### config.mk
export PLATFORM = sky130hd
export DESIGN_NAME = pattern_gen
export DESIGN_NICKNAME = d
export VERILOG_FILES = /design/src/rtl/pattern_gen_pkg.sv /design/src/rtl/pattern_gen.sv
export SDC_FILE = /design/constraint.sdc
export NUM_CORES = 1
export LEC_CHECK = 0
export CAP_MARGIN = 5
export CORE_UTILIZATION = 54
export CTS_CLUSTER_DIAMETER = 200
export CTS_CLUSTER_SIZE = 14
export DETAILED_ROUTE_END_ITERATION = 8
export PLACE_DENSITY = 0.88
export SETUP_SLACK_MARGIN = 0.1
export SLEW_MARGIN = 10
export SYNTH_ARGS = -nofsm -noshare
export SYNTH_HDL_FRONTEND = slang
export SYNTH_SLANG_ARGS = --single-unit
### constraint.sdc
create_clock -name clk -period 2.15 [get_ports clk]
set_input_delay 0.3225 -clock clk [delete_from_list [all_inputs] [get_ports clk]]
set_output_delay 0.3225 -clock clk [all_outputs]
set_load 0.1 [all_outputs]
### src/rtl/pattern_gen_pkg.sv
// Shared types and constants for the serial 1010 pattern generator.
package pattern_gen_pkg;

  // Controller states: waiting, shifting pattern bits, idle gap, completion pulse.
  typedef enum logic [1:0] {
    IDLE = 2'd0,
    SEND = 2'd1,
    GAP  = 2'd2,
    FIN  = 2'd3
  } state_t;

  // The pattern is sent MSB first, so bit index i maps to PATTERN[3-i].
  localparam logic [3:0] PATTERN = 4'b1010;

endpackage

### src/rtl/pattern_gen.sv
// Serial 1010 pattern generator: sends 'count' patterns separated by 'gap'
// idle zeros, then pulses done. Every output is a flop so that downstream
// detectors see clean, glitch-free bits.
module pattern_gen
  import pattern_gen_pkg::*;
#(
  parameter int CNT_W = 4,
  parameter int GAP_W = 3
) (
  input  logic             clk,
  input  logic             rst,
  input  logic             start,
  input  logic [CNT_W-1:0] count,
  input  logic [GAP_W-1:0] gap,
  output logic             dout,
  output logic             busy,
  output logic             done
);

  state_t           state_q, state_d;
  logic [1:0]       bit_q, bit_d;
  logic [1:0]       bit_nx;
  logic [CNT_W-1:0] rem_q, rem_d;
  logic [GAP_W-1:0] gap_len_q, gap_len_d;
  logic [GAP_W-1:0] gap_cnt_q, gap_cnt_d;
  logic             dout_d, busy_d, done_d;

  assign bit_nx = bit_q + 2'd1;

  // Next-state logic; outputs are computed for the upcoming cycle and registered,
  // so the first pattern bit appears right after the edge that samples start.
  always_comb begin
    state_d   = state_q;
    bit_d     = bit_q;
    rem_d     = rem_q;
    gap_len_d = gap_len_q;
    gap_cnt_d = gap_cnt_q;
    dout_d    = 1'b0;
    busy_d    = 1'b0;
    done_d    = 1'b0;

    case (state_q)
      IDLE: begin
        if (start) begin
          if (count != '0) begin
            state_d   = SEND;
            bit_d     = 2'd0;
            rem_d     = count;
            gap_len_d = gap;
            gap_cnt_d = '0;
            dout_d    = PATTERN[3];
            busy_d    = 1'b1;
          end else begin
            // Empty request: spend one quiet FIN cycle before the done pulse.
            state_d = FIN;
          end
        end
      end

      SEND: begin
        busy_d = 1'b1;
        if (bit_q != 2'd3) begin
          bit_d  = bit_nx;
          dout_d = PATTERN[~bit_nx];
        end else if (rem_q == CNT_W'(1)) begin
          state_d = FIN;
          bit_d   = 2'd0;
          rem_d   = '0;
          busy_d  = 1'b0;
          done_d  = 1'b1;
        end else begin
          rem_d = rem_q - CNT_W'(1);
          bit_d = 2'd0;
          if (gap_len_q != '0) begin
            state_d   = GAP;
            gap_cnt_d = gap_len_q - GAP_W'(1);
          end else begin
            dout_d = PATTERN[3];
          end
        end
      end

      GAP: begin
        busy_d = 1'b1;
        if (gap_cnt_q == '0) begin
          state_d = SEND;
          bit_d   = 2'd0;
          dout_d  = PATTERN[3];
        end else begin
          gap_cnt_d = gap_cnt_q - GAP_W'(1);
        end
      end

      FIN: begin
        // Normal completion enters FIN with done already set; the empty
        // request enters with done low and raises it here one cycle later.
        if (done) begin
          state_d = IDLE;
        end else begin
          done_d = 1'b1;
        end
      end

      default: state_d = IDLE;
    endcase
  end

  // State, counters and registered outputs; reset wins over any request.
  always_ff @(posedge clk) begin
    if (rst) begin
      state_q   <= IDLE;
      bit_q     <= 2'd0;
      rem_q     <= '0;
      gap_len_q <= '0;
      gap_cnt_q <= '0;
      dout      <= 1'b0;
      busy      <= 1'b0;
      done      <= 1'b0;
    end else begin
      state_q   <= state_d;
      bit_q     <= bit_d;
      rem_q     <= rem_d;
      gap_len_q <= gap_len_d;
      gap_cnt_q <= gap_cnt_d;
      dout      <= dout_d;
      busy      <= busy_d;
      done      <= done_d;
    end
  end

endmodule
Word-level counts from Yosys, hierarchy flattened
Index checks and enable logic that the tools add are counted.
{ "classes": {"add_sub_neg": 4, "n_lt_le_gt_ge": 1, "n_eq_ne": 14, "muxes": 41, "bitwise_logic": 1, "reduce_logical": 11} }
{ "ops": {"columns": ["operator", "n"], "rows": [
  ["$mux 2", 11],
  ["$mux 3", 6],
  ["$ne 2x2->1 const B", 9],
  ["$mux 4", 4],
  ["$mux 1", 12],
  ["$pmux 3 s3", 1],
  ["$pmux 2 s4", 1],
  ["$pmux 4 s2", 1],
  ["$reduce_and 4->1", 2],
  ["$reduce_and 7->1", 1],
  ["$pmux 1 s3", 2],
  ["$pmux 2 s3", 1],
  ["$reduce_bool 3->1", 2],
  ["$sub 3x1->3 const B", 2],
  ["$reduce_and 5->1", 1],
  ["$eq 2x2->1 const B", 2],
  ["$eq 4x1->1 const B", 1],
  ["$reduce_bool 4->1", 1],
  ["$sub 4x1->4 const B", 1],
  ["$logic_not 3->1", 1],
  ["$lt 2x3->1 const B", 1],
  ["$ne 3x3->1 const B", 1],
  ["$reduce_and 3->1", 1],
  ["$add 2x1->2 const B", 1],
  ["6 further kinds", 6]
]} }
{ "totals": {"reg_bits": 17, "in_bits": 10, "out_inout_bits": 3, "elab_cells": 80} }

Longest topological paths before layout
Gate-level depths: netlist (run 1).
{ "logic_depth": {"ltp_word": 6, "ltp_mapped": 8, "depth_no_buf": 7} }

Least setup slack after synthesis (run 1)
Ideal clock, no wire load.
{ "synth_timing": {"path_kind": "register -> register", "start": "register done", "end": "register state_q[0]", "setup_time_ns": 0.071, "t_arrival_ns": 1.958, "required_ns": 2.079, "slack_ns": 0.122, "stages_incl_launch_ff": 5, "n_path_buf": 0, "period_less_slack_ns": 2.028, "cell_sequence": "dfxtp_1 > nor2b_1 > a211o_1 > or4_1 > a21oi_1"} }
{ "synth_between": {"elab_chain_len": 2} }
{ "synth_rtl": {"columns": ["item", "line_no", "text"], "rows": [
  ["start: declaration", "pattern_gen.sv:17", "output logic done"],
  ["start signal: assignment", "pattern_gen.sv:127", "done <= done_d;"],
  ["$ne 2x2->1 (no source line)", null, null],
  ["$reduce_and 5->1 (no source line)", null, null],
  ["end signal: assignment", "pattern_gen.sv:120", "state_q <= state_d;"],
  ["end: declaration", "pattern_gen.sv:20", "state_t state_q, state_d;"]
]} }
No other way between the ends.
A chain may end at the register's enable or synchronous reset.

Worst setup path in the final report (run 1)
{ "layout_timing": {"start": "register state_q[0]", "end": "register state_q[0]"} }
{ "layout_between": {"elab_chain_len": 3, "word_cells_on_any_way": 11, "classes_between": "eq/ne: 8; mux: 1; reduce/logical: 2"} }
{ "layout_rtl": {"columns": ["item", "line_no", "text"], "rows": [
  ["$eq 2x1->1, or another cell as far along", "pattern_gen.sv:42", "case (state_q)"],
  ["$ne 3x3->1 (no source line) / $ne 2x2->1 (equally long branches)", null, null],
  ["$reduce_and 5->1 (no source line)", null, null]
]} }
Parallel ways exist; a longest one is shown, timed or not.

==> qor.csv, run 1 <==
metric,value,unit
clk_pin_slew,0.10,ns
met1_usage,30.5,%
slowest_stage,or4_1,
fmax,507,MHz
p_leak,0.000527,uW
hold_violations,0,
postSynthNetCount,136,
fp.dieH,46.1,um
dieWidth,46.1,um
antenna_found_initial,0,
tightestPinTransition,0.553,ns
drt_wl_total,2330,um
antenna_left,0,
clkPwrFrac,12.4,%
grt_remaining_overflow,0,
gr-usage-all-layers,24.8,%
nets,152,
synth.area.top_cells,"dfxtp_1, mux2i_1, ha_1",
drc_errors,0,
setup_tns,0,ns
routabilityCongestion,0.840,
seqPwrFrac,34.3,%
relSlewSlack,62.7,%
clockBufferDepth,2,
whs,0.492,ns
num_rows,15,
hp-class,register to register,
syn_avg_cell_area,9.06,um2
power.switching,621,uW
instances_no_fill,156,
syn_area,0.00105,mm2
cp-start-kind,register,
viasPerCell,5.96,
timing.final.crit_share,91.8,%
dpl.hpwl,1740,um
finClkSkew,0.00274,ns
cts_buffers,3,
drive_gt1_share,14.5,%
power.internal,781,uW
worstPathArrival,2.21,ns
use_met2,42.8,%
cts-root-buf,clkbuf_4,
worstPathCellList,inv_1 > ha_1 > a211o_1 > or4_1 > a21oi_1,
ir_worst_vdd,0.655,mV
top_usage_layer,met2,
rsz0062_at_grt,false,
antenna_cells,0,
grt_use_met3,3.92,%
seq_area_frac_synth,32.4,%
io_pins,13,
syn_inst,116,
grt_start_max_net_pins,15,
ys_ff_latch,17,
first_pass_iters,4,
wl_per_cell,14.9,um
yosys_warnings,0,
power_frac_comb,53.3,%
num_vias,930,
yosysTopAreaCellShare,32.4,%
hold_buffers,0,
maxCapViolations,0,
cts.sinks,17,
p_sw_share,44.3,%
finalSetupViolations,0,
syn2layout_area_growth,18.6,%
grt_pass1_wl,3840,um
core_area,0.00178,mm2
first_global_vias,919,
dp.cells,152,
cts_htree_levels,1,
criticalPathCategory,register to register,
status,completed,
critPathRequiredTime,2.39,ns
clk_latency,0.30,ns
slew_violations,0,
yosysTopAreaCell,dfxtp_1,
power_density,1130,mW/mm2
cp-end-kind,register,
min_period,1.97,ns
synth.distinct_cells,35,
cp_max_fo,6,
die_area,0.00213,mm2
port_buffers,12,
cts_tree,yes,
start_util,58.9,%
slowest_delay,0.49,ns
first_iter_violations,11,
[power by group through the flow]
stage	sequential, uW	combinational, uW	clock, uW
finish	481	748	173
global route	491	823	190
CTS	475	727	180
detailed placement	483	724	0
global placement	475	695	0
floorplan	530	510	0
[cell usage after synthesis]
| master | count |
|---|---|
| or4b_2 | 1 |
| o41ai_1 | 3 |
| a2111o_1 | 1 |
| o21ai_2 | 1 |
| a21boi_0 | 1 |
| nor2_1 | 14 |
| xor2_1 | 1 |
| o21ai_0 | 1 |
| or4b_4 | 1 |
| dfxtp_1 | 17 |
| a31o_2 | 1 |
| mux2i_1 | 14 |
| a31oi_1 | 2 |
| nand2b_1 | 3 |
| inv_1 | 7 |
| nor3_1 | 1 |
| nor3b_1 | 1 |
| nor3b_2 | 1 |
| nand3b_1 | 2 |
| nor4_1 | 1 |
| clkbuf_1 | 3 |
| or4_1 | 1 |
| o211ai_1 | 1 |
| xnor2_1 | 1 |
| nand2_1 | 6 |
| ha_1 | 10 |
| a211o_1 | 1 |
| or3b_2 | 1 |
| a311oi_1 | 2 |
| buf_2 | 1 |
| o31a_1 | 1 |
| a21oi_1 | 4 |
| nor2b_1 | 2 |
| nand3_1 | 4 |
| a211oi_1 | 4 |
[cell type report]
type | instances | area (um2)
inverter | 7 | 26.3
timing repair buffer | 15 | 135
sequential | 17 | 342
clock buffer | 3 | 22.5
tap | 25 | 31.3
multi-input combinational | 88 | 684
clock inverter | 1 | 5.00
fill | 133 | 537
[flip-flops by register name (all words and copies together) (netlist names)]
name	flops
rem_q	4
gap_cnt_q	3
gap_len_q	3
bit_q	2
state_q	2
busy	1
done	1
dout	1
[layer usage]
layer / up-vias / part of all wire, %
met1: 441 / 45
met3: 5 / 4.2
met4: 0 / 1.2
met5: - / 0
li1: 459 / -
met2: 25 / 50
[per-stage QoR]
stage	worst slack [ns]	instance area (um2)	utilization (%)	power (uW)
global route	0.109	1250	69.9	1500
floorplan	0.122	1050	-	1040
CTS	0.117	1230	68.9	1380
detailed placement	0.113	1200	67.4	1210
global placement	0.221	1200	67.4	1170
finish	0.177	1250	69.9	1400
[cells in the final DEF, fill, tap and decap left out, drive strengths merged]
cell and instances:
a31o 1, o21ai 2, a21oi 4, mux2i 14, o211ai 1, a21boi 1, a311oi 2, or3b 1
a31oi 2, nand2 6, buf 6, or4 1, a211oi 4, clkinv 1, clkdlybuf4s50 9, or4b 2
xnor2 1, nand2b 3, nor2 14, clkbuf 3, nor2b 2, xor2 1, o41ai 3, a211o 1
nor3 1, nor3b 2, ha 10, nand3 4, dfxtp 17, a2111o 1, o31a 1, nand3b 2
nor4 1, inv 7
[logic make-up (layout without fill, tap and decap cells)]
group | Yosys count | after routing | share of synthesized area, %
xor gates and xnor gates | 2 | 2 | 1.67
adders and majority gates | 10 | 10 | 11.9
and+or+nand+nor | 39 | 39 | 20.2
muxes | 14 | 14 | 13.3
DFF | 17 | 17 | 32.4
buffers and inverters | 11 | 26 | 4.05
AOI/OAI and AO/OA | 23 | 23 | 16.4
[worst paths after layout]
path | from | endpoint | slack, ns | depth (start not counted)
worst max-delay path | state_q[0] | state_q[0] | 0.18 | 5
worst min-delay path | bit_q[1] | bit_q[1] | 0.49 | 2
worst max register to register | state_q[0] | state_q[0] | 0.18 | 5
worst min register to register | bit_q[1] | bit_q[1] | 0.49 | 2
[repair_timing]
action / in CTS / in global routing
setup endpoints to repair: 0 / 8
buffers inserted: 0 / 0
resized for setup: 0 / 5
[worst max-delay path, delay by kind of cell (launching register included)]
kind	cells	cell delay, ns
flops	1	0.46
buf+inv	1	0.15
simple gates	1	0.49
compound gates	2	0.50
fa+ha+maj	1	0.31
Power figures use the tool's default switching activity.
==> run 2, diff against run 1 <==
--- a/config.mk
+++ b/config.mk
@@ -5,9 +5,10 @@
 export SDC_FILE = /design/constraint.sdc
 export NUM_CORES = 1
 export LEC_CHECK = 0
+export ABC_CLOCK_PERIOD_IN_PS = 2150
 export CAP_MARGIN = 5
 export CORE_UTILIZATION = 54
-export CTS_CLUSTER_DIAMETER = 200
+export CTS_CLUSTER_DIAMETER = 100
 export CTS_CLUSTER_SIZE = 14
 export DETAILED_ROUTE_END_ITERATION = 8
 export PLACE_DENSITY = 0.88
==> results of run 2 <==
The final DEF is identical to that of run 1; final timing and power are the same.
